===== src/rtl/dom_shared_mul_gf2n_hs_pkg.sv =====
// Shared definitions for the DOM shared GF(2^N) multiplier.
//   npairs(s)        : number of unordered share pairs, s*(s-1)/2
//   idx(i, j, s)     : lexicographic index of pair (i,j), i<j, among s shares
//   default_poly(n)  : low n bits of the default irreducible polynomial for
//                      GF(2^n), n in {2, 4, 8}
package dom_shared_mul_gf2n_hs_pkg;

  localparam logic [1:0] POLY_GF4   = 2'b11;     // x^2+x+1
  localparam logic [3:0] POLY_GF16  = 4'b0011;   // x^4+x+1
  localparam logic [7:0] POLY_GF256 = 8'h1B;     // x^8+x^4+x^3+x+1

  function automatic int npairs(input int s);
    return (s * (s - 1)) / 2;
  endfunction

  // Pairs are enumerated (0,1),(0,2)..(0,s-1),(1,2)..; row i starts after
  // the s-1 + s-2 + .. + s-i pairs of the previous rows.
  function automatic int idx(input int i, input int j, input int s);
    return i * s - (i * (i + 1)) / 2 + (j - i - 1);
  endfunction

  function automatic logic [7:0] default_poly(input int n);
    case (n)
      2:       return {6'd0, POLY_GF4};
      4:       return {4'd0, POLY_GF16};
      default: return POLY_GF256;
    endcase
  endfunction

endpackage


===== src/rtl/dom_shared_mul_gf2n_hs_gf2n_mul_poly.sv =====
// Combinational GF(2^N) multiplier, shift-and-add with reduction by POLY
// after every shift of the multiplicand.
//   AxDI [N-1:0] : operand A
//   BxDI [N-1:0] : operand B
//   QxDO [N-1:0] : A*B mod (x^N + POLY)
module gf2n_mul_poly
  import dom_shared_mul_gf2n_hs_pkg::*;
#(
  parameter int          N    = 4,
  parameter logic [N-1:0] POLY = N'(default_poly(N))
) (
  input  logic [N-1:0] AxDI,
  input  logic [N-1:0] BxDI,
  output logic [N-1:0] QxDO
);

  always_comb begin
    logic [N-1:0] v_acc;
    logic [N-1:0] v_a;
    v_acc = '0;
    v_a   = AxDI;
    for (int i = 0; i < N; i++) begin
      if (BxDI[i]) v_acc = v_acc ^ v_a;
      // multiply the running multiplicand by x, folding x^N back via POLY
      v_a = (v_a << 1) ^ (v_a[N-1] ? POLY : '0);
    end
    QxDO = v_acc;
  end

endmodule


===== src/rtl/dom_shared_mul_gf2n_hs.sv =====
// Domain-oriented-masking shared multiplier over GF(2^N) with a valid/ready
// handshake. XOR of the Q shares equals XOR(X) * XOR(Y) in GF(2^N).
//   ClkxCI, RstxBI            : clock, synchronous active-low reset
//   InValidxSI / InReadyxSO   : input handshake; X, Y, Z, B sampled on fire
//   _XxDI, _YxDI [N*SHARES]   : operand shares, share i at [i*N +: N]
//   _ZxDI [N*npairs(SHARES)]  : fresh remask randomness, pair k at [k*N +: N]
//   _BxDI [N*SHARES]          : blinding randomness (DEPENDENT=1 only)
//   OutValidxSO / OutReadyxSI : output handshake
//   _QxDO [N*SHARES]          : product shares
module dom_shared_mul_gf2n_hs
  import dom_shared_mul_gf2n_hs_pkg::*;
#(
  parameter int           N         = 4,
  parameter logic [N-1:0] POLY      = N'(default_poly(N)),
  parameter int           SHARES    = 2,
  parameter bit           DEPENDENT = 1'b0,
  parameter bit           OUT_REG   = 1'b1
) (
  input  logic                          ClkxCI,
  input  logic                          RstxBI,
  input  logic                          InValidxSI,
  output logic                          InReadyxSO,
  input  logic [N*SHARES-1:0]           _XxDI,
  input  logic [N*SHARES-1:0]           _YxDI,
  input  logic [N*npairs(SHARES)-1:0]   _ZxDI,
  input  logic [N*SHARES-1:0]           _BxDI,
  output logic                          OutValidxSO,
  input  logic                          OutReadyxSI,
  output logic [N*SHARES-1:0]           _QxDO
);

  localparam int NP = npairs(SHARES);

  logic         w_fire;
  logic         w_adv_p1;
  logic         w_adv_out;
  logic         w_vld_out;

  logic [N-1:0] w_x      [SHARES];
  logic [N-1:0] w_y      [SHARES];
  logic [N-1:0] w_b      [SHARES];
  logic [N-1:0] w_yop    [SHARES];
  logic [N-1:0] w_ystore [SHARES];
  logic [N-1:0] w_z      [NP];
  logic [N-1:0] w_c      [SHARES][SHARES];

  logic         r_vld_p1;
  logic [N-1:0] r_x_p1   [SHARES];
  logic [N-1:0] r_y_p1   [SHARES];
  logic [N-1:0] r_b_p1   [SHARES];
  logic [N-1:0] r_c_p1   [SHARES][SHARES];

  logic [N-1:0] w_ysum;
  logic [N-1:0] w_inop   [SHARES];
  logic [N-1:0] w_qin    [SHARES];
  logic [N-1:0] w_qxb    [SHARES];
  logic [N-1:0] w_q_p1   [SHARES];
  logic [N-1:0] w_qout   [SHARES];

  // ---- stage 0: input unpacking and cross-domain products ----
  // In DOM-dep mode the cross terms use the blinding B instead of Y, and
  // stage 1 keeps only the blinded Y^B.
  always_comb begin
    for (int i = 0; i < SHARES; i++) begin
      w_x[i]      = _XxDI[i*N +: N];
      w_y[i]      = _YxDI[i*N +: N];
      w_b[i]      = _BxDI[i*N +: N];
      w_yop[i]    = DEPENDENT ? w_b[i] : w_y[i];
      w_ystore[i] = DEPENDENT ? (w_y[i] ^ w_b[i]) : w_y[i];
    end
    for (int k = 0; k < NP; k++) begin
      w_z[k] = _ZxDI[k*N +: N];
    end
  end

  for (genvar gi = 0; gi < SHARES; gi++) begin : g_row
    for (genvar gj = 0; gj < SHARES; gj++) begin : g_col
      if (gi == gj) begin : g_diag
        // diagonal kept as zero so the stage-1 fold can XOR a full row
        assign w_c[gi][gj] = '0;
      end else begin : g_cross
        // C_ij and C_ji share one Z so the masks cancel in XOR(Q)
        localparam int K = (gi < gj) ? idx(gi, gj, SHARES) : idx(gj, gi, SHARES);
        logic [N-1:0] w_prod;
        gf2n_mul_poly #(.N(N), .POLY(POLY)) u_cross (
          .AxDI (w_x[gi]),
          .BxDI (w_yop[gj]),
          .QxDO (w_prod)
        );
        assign w_c[gi][gj] = w_prod ^ w_z[K];
      end
    end
  end

  assign w_fire     = InValidxSI & w_adv_p1;
  assign InReadyxSO = w_adv_p1;

  // ---- stage 1 registers ----
  always_ff @(posedge ClkxCI) begin
    if (!RstxBI) begin
      r_vld_p1 <= 1'b0;
      for (int i = 0; i < SHARES; i++) begin
        r_x_p1[i] <= '0;
        r_y_p1[i] <= '0;
        r_b_p1[i] <= '0;
        for (int j = 0; j < SHARES; j++) r_c_p1[i][j] <= '0;
      end
    end else if (w_adv_p1) begin
      r_vld_p1 <= w_fire;
      if (w_fire) begin
        for (int i = 0; i < SHARES; i++) begin
          r_x_p1[i] <= w_x[i];
          r_y_p1[i] <= w_ystore[i];
          r_b_p1[i] <= DEPENDENT ? w_b[i] : '0;
          for (int j = 0; j < SHARES; j++) r_c_p1[i][j] <= w_c[i][j];
        end
      end
    end
  end

  // Inner-domain terms, fed only from stage-1 registers. In DOM-dep mode
  // X_i*(Y^B) over all shares is corrected by X_i*B_i; in DOM-indep mode
  // r_b_p1 stays zero and that product vanishes.
  always_comb begin
    w_ysum = '0;
    for (int k = 0; k < SHARES; k++) w_ysum = w_ysum ^ r_y_p1[k];
    for (int i = 0; i < SHARES; i++) begin
      w_inop[i] = DEPENDENT ? w_ysum : r_y_p1[i];
    end
  end

  for (genvar gi = 0; gi < SHARES; gi++) begin : g_inner
    gf2n_mul_poly #(.N(N), .POLY(POLY)) u_in (
      .AxDI (r_x_p1[gi]),
      .BxDI (w_inop[gi]),
      .QxDO (w_qin[gi])
    );
    gf2n_mul_poly #(.N(N), .POLY(POLY)) u_xb (
      .AxDI (r_x_p1[gi]),
      .BxDI (r_b_p1[gi]),
      .QxDO (w_qxb[gi])
    );
  end

  always_comb begin
    for (int i = 0; i < SHARES; i++) begin
      w_q_p1[i] = w_qin[i] ^ w_qxb[i];
      for (int j = 0; j < SHARES; j++) w_q_p1[i] = w_q_p1[i] ^ r_c_p1[i][j];
    end
  end

  assign w_adv_out = ~w_vld_out | OutReadyxSI;

  // ---- stage 2: optional output register ----
  if (OUT_REG) begin : g_oreg
    logic         r_vld_p2;
    logic [N-1:0] r_q_p2 [SHARES];

    assign w_vld_out = r_vld_p2;
    assign w_adv_p1  = ~r_vld_p1 | w_adv_out;

    always_ff @(posedge ClkxCI) begin
      if (!RstxBI) begin
        r_vld_p2 <= 1'b0;
        for (int i = 0; i < SHARES; i++) r_q_p2[i] <= '0;
      end else if (w_adv_out) begin
        r_vld_p2 <= r_vld_p1;
        if (r_vld_p1) begin
          for (int i = 0; i < SHARES; i++) r_q_p2[i] <= w_q_p1[i];
        end
      end
    end

    always_comb begin
      for (int i = 0; i < SHARES; i++) w_qout[i] = r_q_p2[i];
    end
  end else begin : g_ocomb
    // stage 1 is the output stage, so its advance is the output advance
    assign w_vld_out = r_vld_p1;
    assign w_adv_p1  = w_adv_out;

    always_comb begin
      for (int i = 0; i < SHARES; i++) w_qout[i] = w_q_p1[i];
    end
  end

  assign OutValidxSO = w_vld_out;

  always_comb begin
    _QxDO = '0;
    for (int i = 0; i < SHARES; i++) _QxDO[i*N +: N] = w_qout[i];
  end

endmodule

===== config.mk =====
export PLATFORM = sky130hd
export DESIGN_NAME = dom_shared_mul_gf2n_hs
export DESIGN_NICKNAME = d
export VERILOG_FILES = /design/src/rtl/dom_shared_mul_gf2n_hs_pkg.sv /design/src/rtl/dom_shared_mul_gf2n_hs_gf2n_mul_poly.sv /design/src/rtl/dom_shared_mul_gf2n_hs.sv
export SDC_FILE = /design/constraint.sdc
export NUM_CORES = 1
export LEC_CHECK = 0
export CAP_MARGIN = 20
export CORE_ASPECT_RATIO = 1.5
export CORE_UTILIZATION = 53
export DETAILED_ROUTE_END_ITERATION = 7
export PLACE_DENSITY = 0.8
export SYNTH_ARGS = -nofsm -noshare
export SYNTH_HDL_FRONTEND = slang
export SYNTH_SLANG_ARGS = --single-unit
export TNS_END_PERCENT = 5

===== constraint.sdc =====
create_clock -name ClkxCI -period 2.2 [get_ports ClkxCI]
set_input_delay 0.44 -clock ClkxCI [delete_from_list [all_inputs] [get_ports ClkxCI]]
set_output_delay 0.44 -clock ClkxCI [all_outputs]
set_load 0.02 [all_outputs]

## Word level (Yosys, flattened, before mapping)

Memories as Yosys holds them, arrays and structs flattened.
Index checks and enable logic that the tools add are counted.

- Register bits after elaboration: 2
- Bits in latches: 0
- Memory bits (writable): 40
- Bits in read-only memories: 0
- Input bits: 32
- Output and inout bits: 10
- Logic and storage cells: 114
- Memories: 4

- $add $sub $neg: 0
- Multipliers: 0
- Div/mod/pow operators: 0
- $lt $le $gt $ge: 0
- Equal/unequal tests: 0
- Shifts and indexed selects: 0
- Muxes and demuxes: 55
- Bitwise gates (word level): 53
- Reduce and logical (&&, ||, !) cells: 0

Memory list:

| memory | words | width | read ports | clocked after memory_dff | write ports | RTL line | source |
|---|---|---|---|---|---|---|---|
| r_c_p1 | 2 | 8 | 2 | 0 | 2 | dom_shared_mul_gf2n_hs.sv:51 | `logic [N-1:0] r_c_p1 [SHARES][SHARES];` |
| g_oreg.r_q_p2 | 2 | 4 | 2 | 0 | 2 | dom_shared_mul_gf2n_hs.sv:157 | `logic [N-1:0] r_q_p2 [SHARES];` |
| r_x_p1 | 2 | 4 | 2 | 0 | 2 | dom_shared_mul_gf2n_hs.sv:48 | `logic [N-1:0] r_x_p1 [SHARES];` |
| r_y_p1 | 2 | 4 | 2 | 0 | 2 | dom_shared_mul_gf2n_hs.sv:49 | `logic [N-1:0] r_y_p1 [SHARES];` |

Operator list:

| kind | count |
|---|---|
| $xor 4x4->4 | 37 |
| $mux 4 | 34 |
| $mux 2 | 12 |
| $or 1x1->1 | 12 |
| $mux 1 | 9 |
| $xor 4x2->4 | 1 |
| $not 1->1 | 2 |
| $and 1x1->1 | 1 |

## Longest topological paths before layout

An unclocked memory read counts as a cell.

- Word-level depth: 13
- Gate-level depth with buffers: 6
- Depth with buffers taken out: 5

## Cells and area by module

Synthesis repeated with hierarchy kept, for this count alone.

- Cells, all modules: 328
- Area, all modules: 3148.0 um2

Modules (own cells, without submodules):

| module | instances | cells an instance | area an instance (um2) |
|---|---|---|---|
| dom_shared_mul_gf2n_hs | 1 | 118 | 1617.8 |
| gf2n_mul_poly at g_inner[0].u_in ... | 5 | 35 | 254.0 |
| gf2n_mul_poly at g_row[0].g_col[1].g_cross.u_cross | 1 | 35 | 260.2 |

## Worst setup path before layout

Ideal clock, no wire load.

- Path type: input to register
- From: in OutReadyxSI
- To: mem r_c_p1[0][0] (netlist bit), enable pin
- Data arrival time: 1.440 ns
- Required time: 1.774 ns
- Slack: 0.334 ns
- Stages on the path: 5
- Buffers on the path: 1
- Cell sequence: nand2b_1 or2_1 buf_4 nand2_1 nand2_1

RTL lines:

| what | RTL line | source |
|---|---|---|
| start, declared | dom_shared_mul_gf2n_hs.sv:28 | `input logic OutReadyxSI,` |
| end, declared | dom_shared_mul_gf2n_hs.sv:51 |  |

## Worst setup path after layout

- From: in OutReadyxSI
- To: out InReadyxSO

- Longest elaborated chain between the ends: 2

RTL lines:

| what | RTL line | source |
|---|---|---|
| $or 1x1->1 | dom_shared_mul_gf2n_hs.sv:152 | `assign w_adv_out = ~w_vld_out \| OutReadyxSI;` |
| $or 1x1->1 | dom_shared_mul_gf2n_hs.sv:160 | `assign w_adv_p1 = ~r_vld_p1 \| w_adv_out;` |
| end, declared | dom_shared_mul_gf2n_hs.sv:22 | `output logic InReadyxSO,` |

No other way between the ends.

==> reports/results.ini <==
[outcome]
outcome = complete, but fails checks
violations = design-rule violations

[yosys]
synth_mux_area_share_pct = 1.76
yosys.area_share.adder_pct = 0
ys_top_cells_by_area = edfxtp_1, xnor2_1, nand2_1
synth-xor-area-share_pct = 21.7
synth_fp_nets = 298
syn_inst = 266
ys_warn_count = 0
syn_avg_cell_area_um2 = 9.10
ys_types = 40
yosysSeqAreaShare_pct = 41.3
synthSimpleGateAreaFrac_pct = 24.3
syn_area_mm2 = 0.00242
synth_compound_area_share_pct = 6.98
yosys.area.top_type_share_pct = 39.7
synth_top_family_by_area = simple AND/OR/NAND/NOR gates
ys_seq_elements = 34
synth_area_leader_cell = edfxtp_1

[setup_path]
critPathMaxFanout = 2
end_kind = output port
worst_ep_required_time_ns = 1.76
crit_arrival_ns = 1.53
r2r_setup_slack_ns = 0.47
worstSetupStartpointType = input port
path_class = in2out

[die]
ios = 42
die_width_um = 57.2
initial_core_util_pct = 56.1
dieHeight_um = 84.8
core_mm2 = 0.00432
die_area_mm2 = 0.00485
num_rows = 29

[cells_and_area]
antenna_cells = 0
syn2layout_area_growth_pct = 24.0
drive_gt1_share_pct = 11.7
nNetsFinal = 340

[clock_network]
worst_skew_pair.late_latency_ns = 0.29
post_cts_buffers = 0
clockBufferDepth = 2
cts_root_buffer = clkbuf_8
htree_levels = 2
ctsHoldBuffers = 0
cts_tree = yes
clock-sinks = 34
cts_buffers = 5
clk_pin_slew_worst_paths_ns = 0.08

[routing]
drtPass1Iterations = 6
drtAntennaViolNets = 0
drc_errors = 2
post_drt_wl_per_cell_um = 12.3
drt-vias-per-instance = 5.35
num_vias = 1900
drt_iter0_markers = 41
drt_wl_total_mm = 4.36

[pwr]
power.leakage_uw = 0.00113
ir_drop_uv = 615
powerDensity_mw_per_mm2 = 655
finalPower_uw = 1970

[worst_hold_path]
hp-class = reg2reg

[placed_design]
io_buffers = 33
dp_hpwl_mm = 3.35
pre_cts_ws_ns = 0.0119
place_congestion = 0.801

[global_routing]
grt_pass1_vias = 1735
grt_pass1_wl_mm = 7.45
track_usage_pct = 19.9
grt_max_degree = 25
grt_overflow = 0
antenna_found_initial = 0

[timing]
worst_pin_slew_ns = 0.401
setup-tns-final_ns = 0
rsz0062_at_grt = no
whs_ns = 0.499
period_share_pct = 89.7
finalHoldViolCount = 0
fin_ws_ns = 0.227
setup_viol = 0
drv_slew = 0
fin_crit_ns = 1.97
fin_skew_ns = 0.00799
slew_headroom_pct = 73.3
fmax_mhz = 507

[run]
drv_cap = 0

[report_power, final]
part           internal [µW]  switching [µW]
sequential               769            50.4
clock                    454             236
combinational            245             212
[per-layer routing]
metal | GRT usage (%) | wire [µm] | vias up
met3 | 3.54 | 125 | 9
met2 | 37.3 | 2480 | 52
li1 | - | - | 968
met1 | 20.5 | 1640 | 871
met5 | 0 | 0 | -
met4 | 9.76 | 112 | 0
[Yosys cell counts]
master and number:
nor4_2 3, o221ai_1 1, nand2b_1 2, dfxtp_1 2, a211oi_1 3, nor3_2 1
nor2b_1 1, buf_2 4, nand2_1 60, o22a_1 2, a32o_1 1, mux2_1 1
nor4bb_1 1, nor3_1 3, buf_4 2, and2_2 1, and2_1 15, mux2i_1 2
edfxtp_1 32, nor3b_1 1, clkbuf_2 2, mux2_2 1, nand3_1 3, nor2_1 20
or3_1 1, nor2b_2 1, a21boi_0 2, and3_1 2, or2_0 1, or2_1 1
a21oi_1 9, or2_2 3, nand3b_1 2, xnor2_1 44, o21ai_0 2, inv_1 6
o22ai_1 4, a221oi_2 1, xor2_1 16, clkbuf_1 7
[through the flow]
stage / instance area [µm²] / utilization, % / std cells
floorplan: 2420 / - / 266
finish: 3000 / 69.5 / 355
detailed placement: 2870 / 66.4 / 347
global placement: 2870 / 66.4 / 347
global route: 3000 / 69.5 / 355
CTS: 3000 / 69.5 / 355
[state kept, by name, indices dropped and copies added (netlist names)]
| register | flops |
|---|---|
| g_oreg.r_q_p2 | 8 |
| r_c_p1 | 8 |
| r_y_p1 | 8 |
| OutValidxSO | 1 |
| r_vld_p1 | 1 |
| r_x_p1 | 8 |
[repair_timing]
item	in CTS	in global routing
endpoints found under the hold margin	0	0
endpoints found under the setup margin	1	0
gates resized for setup	1	0
[cells by family after synthesis]
kind of cell    after synthesis
simple gates                122
compound gates               25
mux                           4
xor+xnor                     60
buf+inv                      21
flops                        34
[worst paths after layout]
| path | start | end | cells past startpoint |
|---|---|---|---|
| min | r_vld_p1 | OutValidxSO | 2 |
| max reg2reg | r_x_p1[0][3] | g_oreg.r_q_p2[0][2] | 5 |
| max | OutReadyxSI | InReadyxSO | 4 |
| min reg2reg | r_vld_p1 | OutValidxSO | 2 |
[layout by cell type, fill, tap and decap left out, types with 2 or more instances in the layout]
cell type         n
or2_2             3
a21boi_0          2
nand3b_1          2
dfxtp_1           2
inv_1             6
mux2i_1           2
and2_1           15
nand2_1          60
buf_4            17
nor3_1            3
bufinv_16         2
clkdlybuf4s50_1  32
o22a_1            2
and3_1            2
edfxtp_1         32
o21ai_0           2
nor2_1           20
xnor2_1          44
clkbuf_8          5
a21oi_1           9
nand2b_1          2
xor2_1           16
o22ai_1           4
a211oi_1          3
nand3_1           3
nor4_2            3
[worst max-delay path, cell delays in order]
cell	delay [ns]
clkdlybuf4s50_1	0.39
nand2b_1	0.15
or2_1	0.23
dlygate4sd2_1	0.32
[area by class of cell]
| class | instances | area [µm²] |
|---|---|---|
| inverters | 6 | 22.5 |
| well taps | 46 | 57.6 |
| repair buffers | 50 | 457 |
| clock inverters | 3 | 68.8 |
| clock buffers | 5 | 68.8 |
| fillers | 334 | 1320 |
| multi-input cells | 211 | 1330 |
| flip-flops and latches | 34 | 1000 |
No activity file was read; power rests on OpenSTA's default activity.
==> RTL change: new RTL, same flow settings <==
`DEPENDENT`: 1'b0 -> 1'b1.
--- a/src/rtl/dom_shared_mul_gf2n_hs.sv
+++ b/src/rtl/dom_shared_mul_gf2n_hs.sv
@@ -13,7 +13,7 @@
   parameter int           N         = 4,
   parameter logic [N-1:0] POLY      = N'(default_poly(N)),
   parameter int           SHARES    = 2,
-  parameter bit           DEPENDENT = 1'b0,
+  parameter bit           DEPENDENT = 1'b1,
   parameter bit           OUT_REG   = 1'b1
 ) (
   input  logic                          ClkxCI,
Function: same outputs for any inputs over 4 cycles, from zero or initial values and one cycle with RstxBI low; that may be too few to reach the edited logic, so the function may still have changed.
==> RTL change against the original RTL <==
Worst hold slack gained 81 ps; synthesized area increased by 36%; final area increased by 32%; core utilization decreased by 1.9 points; synthesized cell count is 35% higher; largest power group unchanged; via count rose by 33%; clock skew shrank 4.5 ps; wire length increased by 50%; power increased by 21%; die area rose by 35%; sequential cell count rose by 8; setup slack worse by 81 ps.
==> RTL change: results <==
[pwr]
ir_drop_mv = 0.365
leakage_nw = 1.49

[synth]
async_flop_share_pct = 0
ys_top_cells_by_count = 69 x xnor2_1, 63 x nand2_1, 40 x edfxtp_1, 40 x nor2_1, 24 x xor2_1
synth_warnings = 0
synth_xor_area_share_pct = 28.3
synth_compound_area_share_pct = 7.34
synth_area_leaders = edfxtp_1 37%, xnor2_1 18%, nand2_1 7.2%, xor2_1 6.4%, nor2_1 4.6%
yosysSeqAreaShare_pct = 37.7
synth-main-ff-cell = edfxtp_1
synth_edf_count = 40
synth_fp_nets = 392
synth_adder_area_share_pct = 0
synth.distinct_cells = 43
synth_top_family_by_area = XOR/XNOR gates
synth_mux_area_share_pct = 3.88

[clock_tree]
clkLatencyLatePin_ps = 290
cts_setup_buffers = 0
clk_pin_slew_ps = 90
cts_buffers = 5
root_buffer = clkbuf_8
htreeDepth = 2
cts_buffer_depth = 2

[global_routing]
grt_antenna_before_repair = 0
grt_pass1_vias = 2472
grt_util_all_layers_pct = 21.7
grt_pass1_wl_um = 10800
grt_max_degree = 33

[worst_hold_path]
hold_path.class = reg -> reg

[sta]
finalHoldViolCount = 0
slew_headroom_pct = 72.7
fin_worst_skew_ps = 3.45

[drt]
drtIter0Drc = 161
wl_met3_um = 188
routed.top_layer = met4
met2_length_um = 3800
firstDrtPassIters = 4
viasPerCell = 5.23
drt_wl_total_um = 6550
drt-met1-wl_um = 2390

[cells_and_area]
diodes = 0
drive_above_1_share_pct = 10.2
nets = 443

[place]
portBuffers = 41
dpl.hpwl_um = 5210
dpl-instance-area_um2 = 3870
finalWeightedCongestion = 0.929

[outcome]
status = completed

[worst_setup_path]
cp_max_fo = 6
worstPathArrival_ps = 2110
## RTL change: timing repair
action,CTS,global route
resized for setup,0,2
setup endpoints to repair,0,2
hold buffers,0,0
## RTL change: final timing paths
path / slack (ps) / cells past startpoint / endpoint / startpoint
worst min register to register: 580 / 1 / OutValidxSO / r_vld_p1
worst max register to register: 150 / 6 / g_oreg.r_q_p2[0][3] / r_y_p1[0][7]
worst max-delay path: 150 / 6 / g_oreg.r_q_p2[0][3] / r_y_p1[0][7]
worst min-delay path: 580 / 1 / OutValidxSO / r_vld_p1
## RTL change: through the flow
step,setup WS [ps],std cells
2_1_floorplan,214,360
3_3_place_gp,87.9,476
3_5_place_dp,54.7,476
4_1_cts,63.1,484
5_1_grt,26.0,484
6_report,146,484
## RTL change: metal layers
layer | global-route usage, % | up-vias
met2 | 41.8 | 73
met4 | 10.1 | 0
met1 | 22.5 | 1159
met3 | 1.74 | 14
met5 | 0 | -
li1 | - | 1286
## RTL change: power by group
part           leakage, nW  total [mW]  switching, mW  internal (mW)
Sequential           0.453        1.02         0.0631          0.956
Clock               0.0422       0.508          0.284          0.224
Combinational        0.997       0.853          0.401          0.452
## RTL change: worst max-delay path, cell delays in order, from the launching register on
cell and delay, ps:
edfxtp_1 440, xnor2_2 340, xnor2_1 230, mux2_1 380
a22oi_1 210, xnor2_1 160, nor2_1 60
## RTL change: area by class of cell
type                            count  area (um2)
Clock buffer                        5        68.8
Clock inverter                      3        20.0
Fill cell                         475        1900
Inverter                            4        15.0
Multi-Input combinational cell    293        1940
Sequential cell                    42        1240
Tap cell                           72        90.1
Timing Repair Buffer               65         593
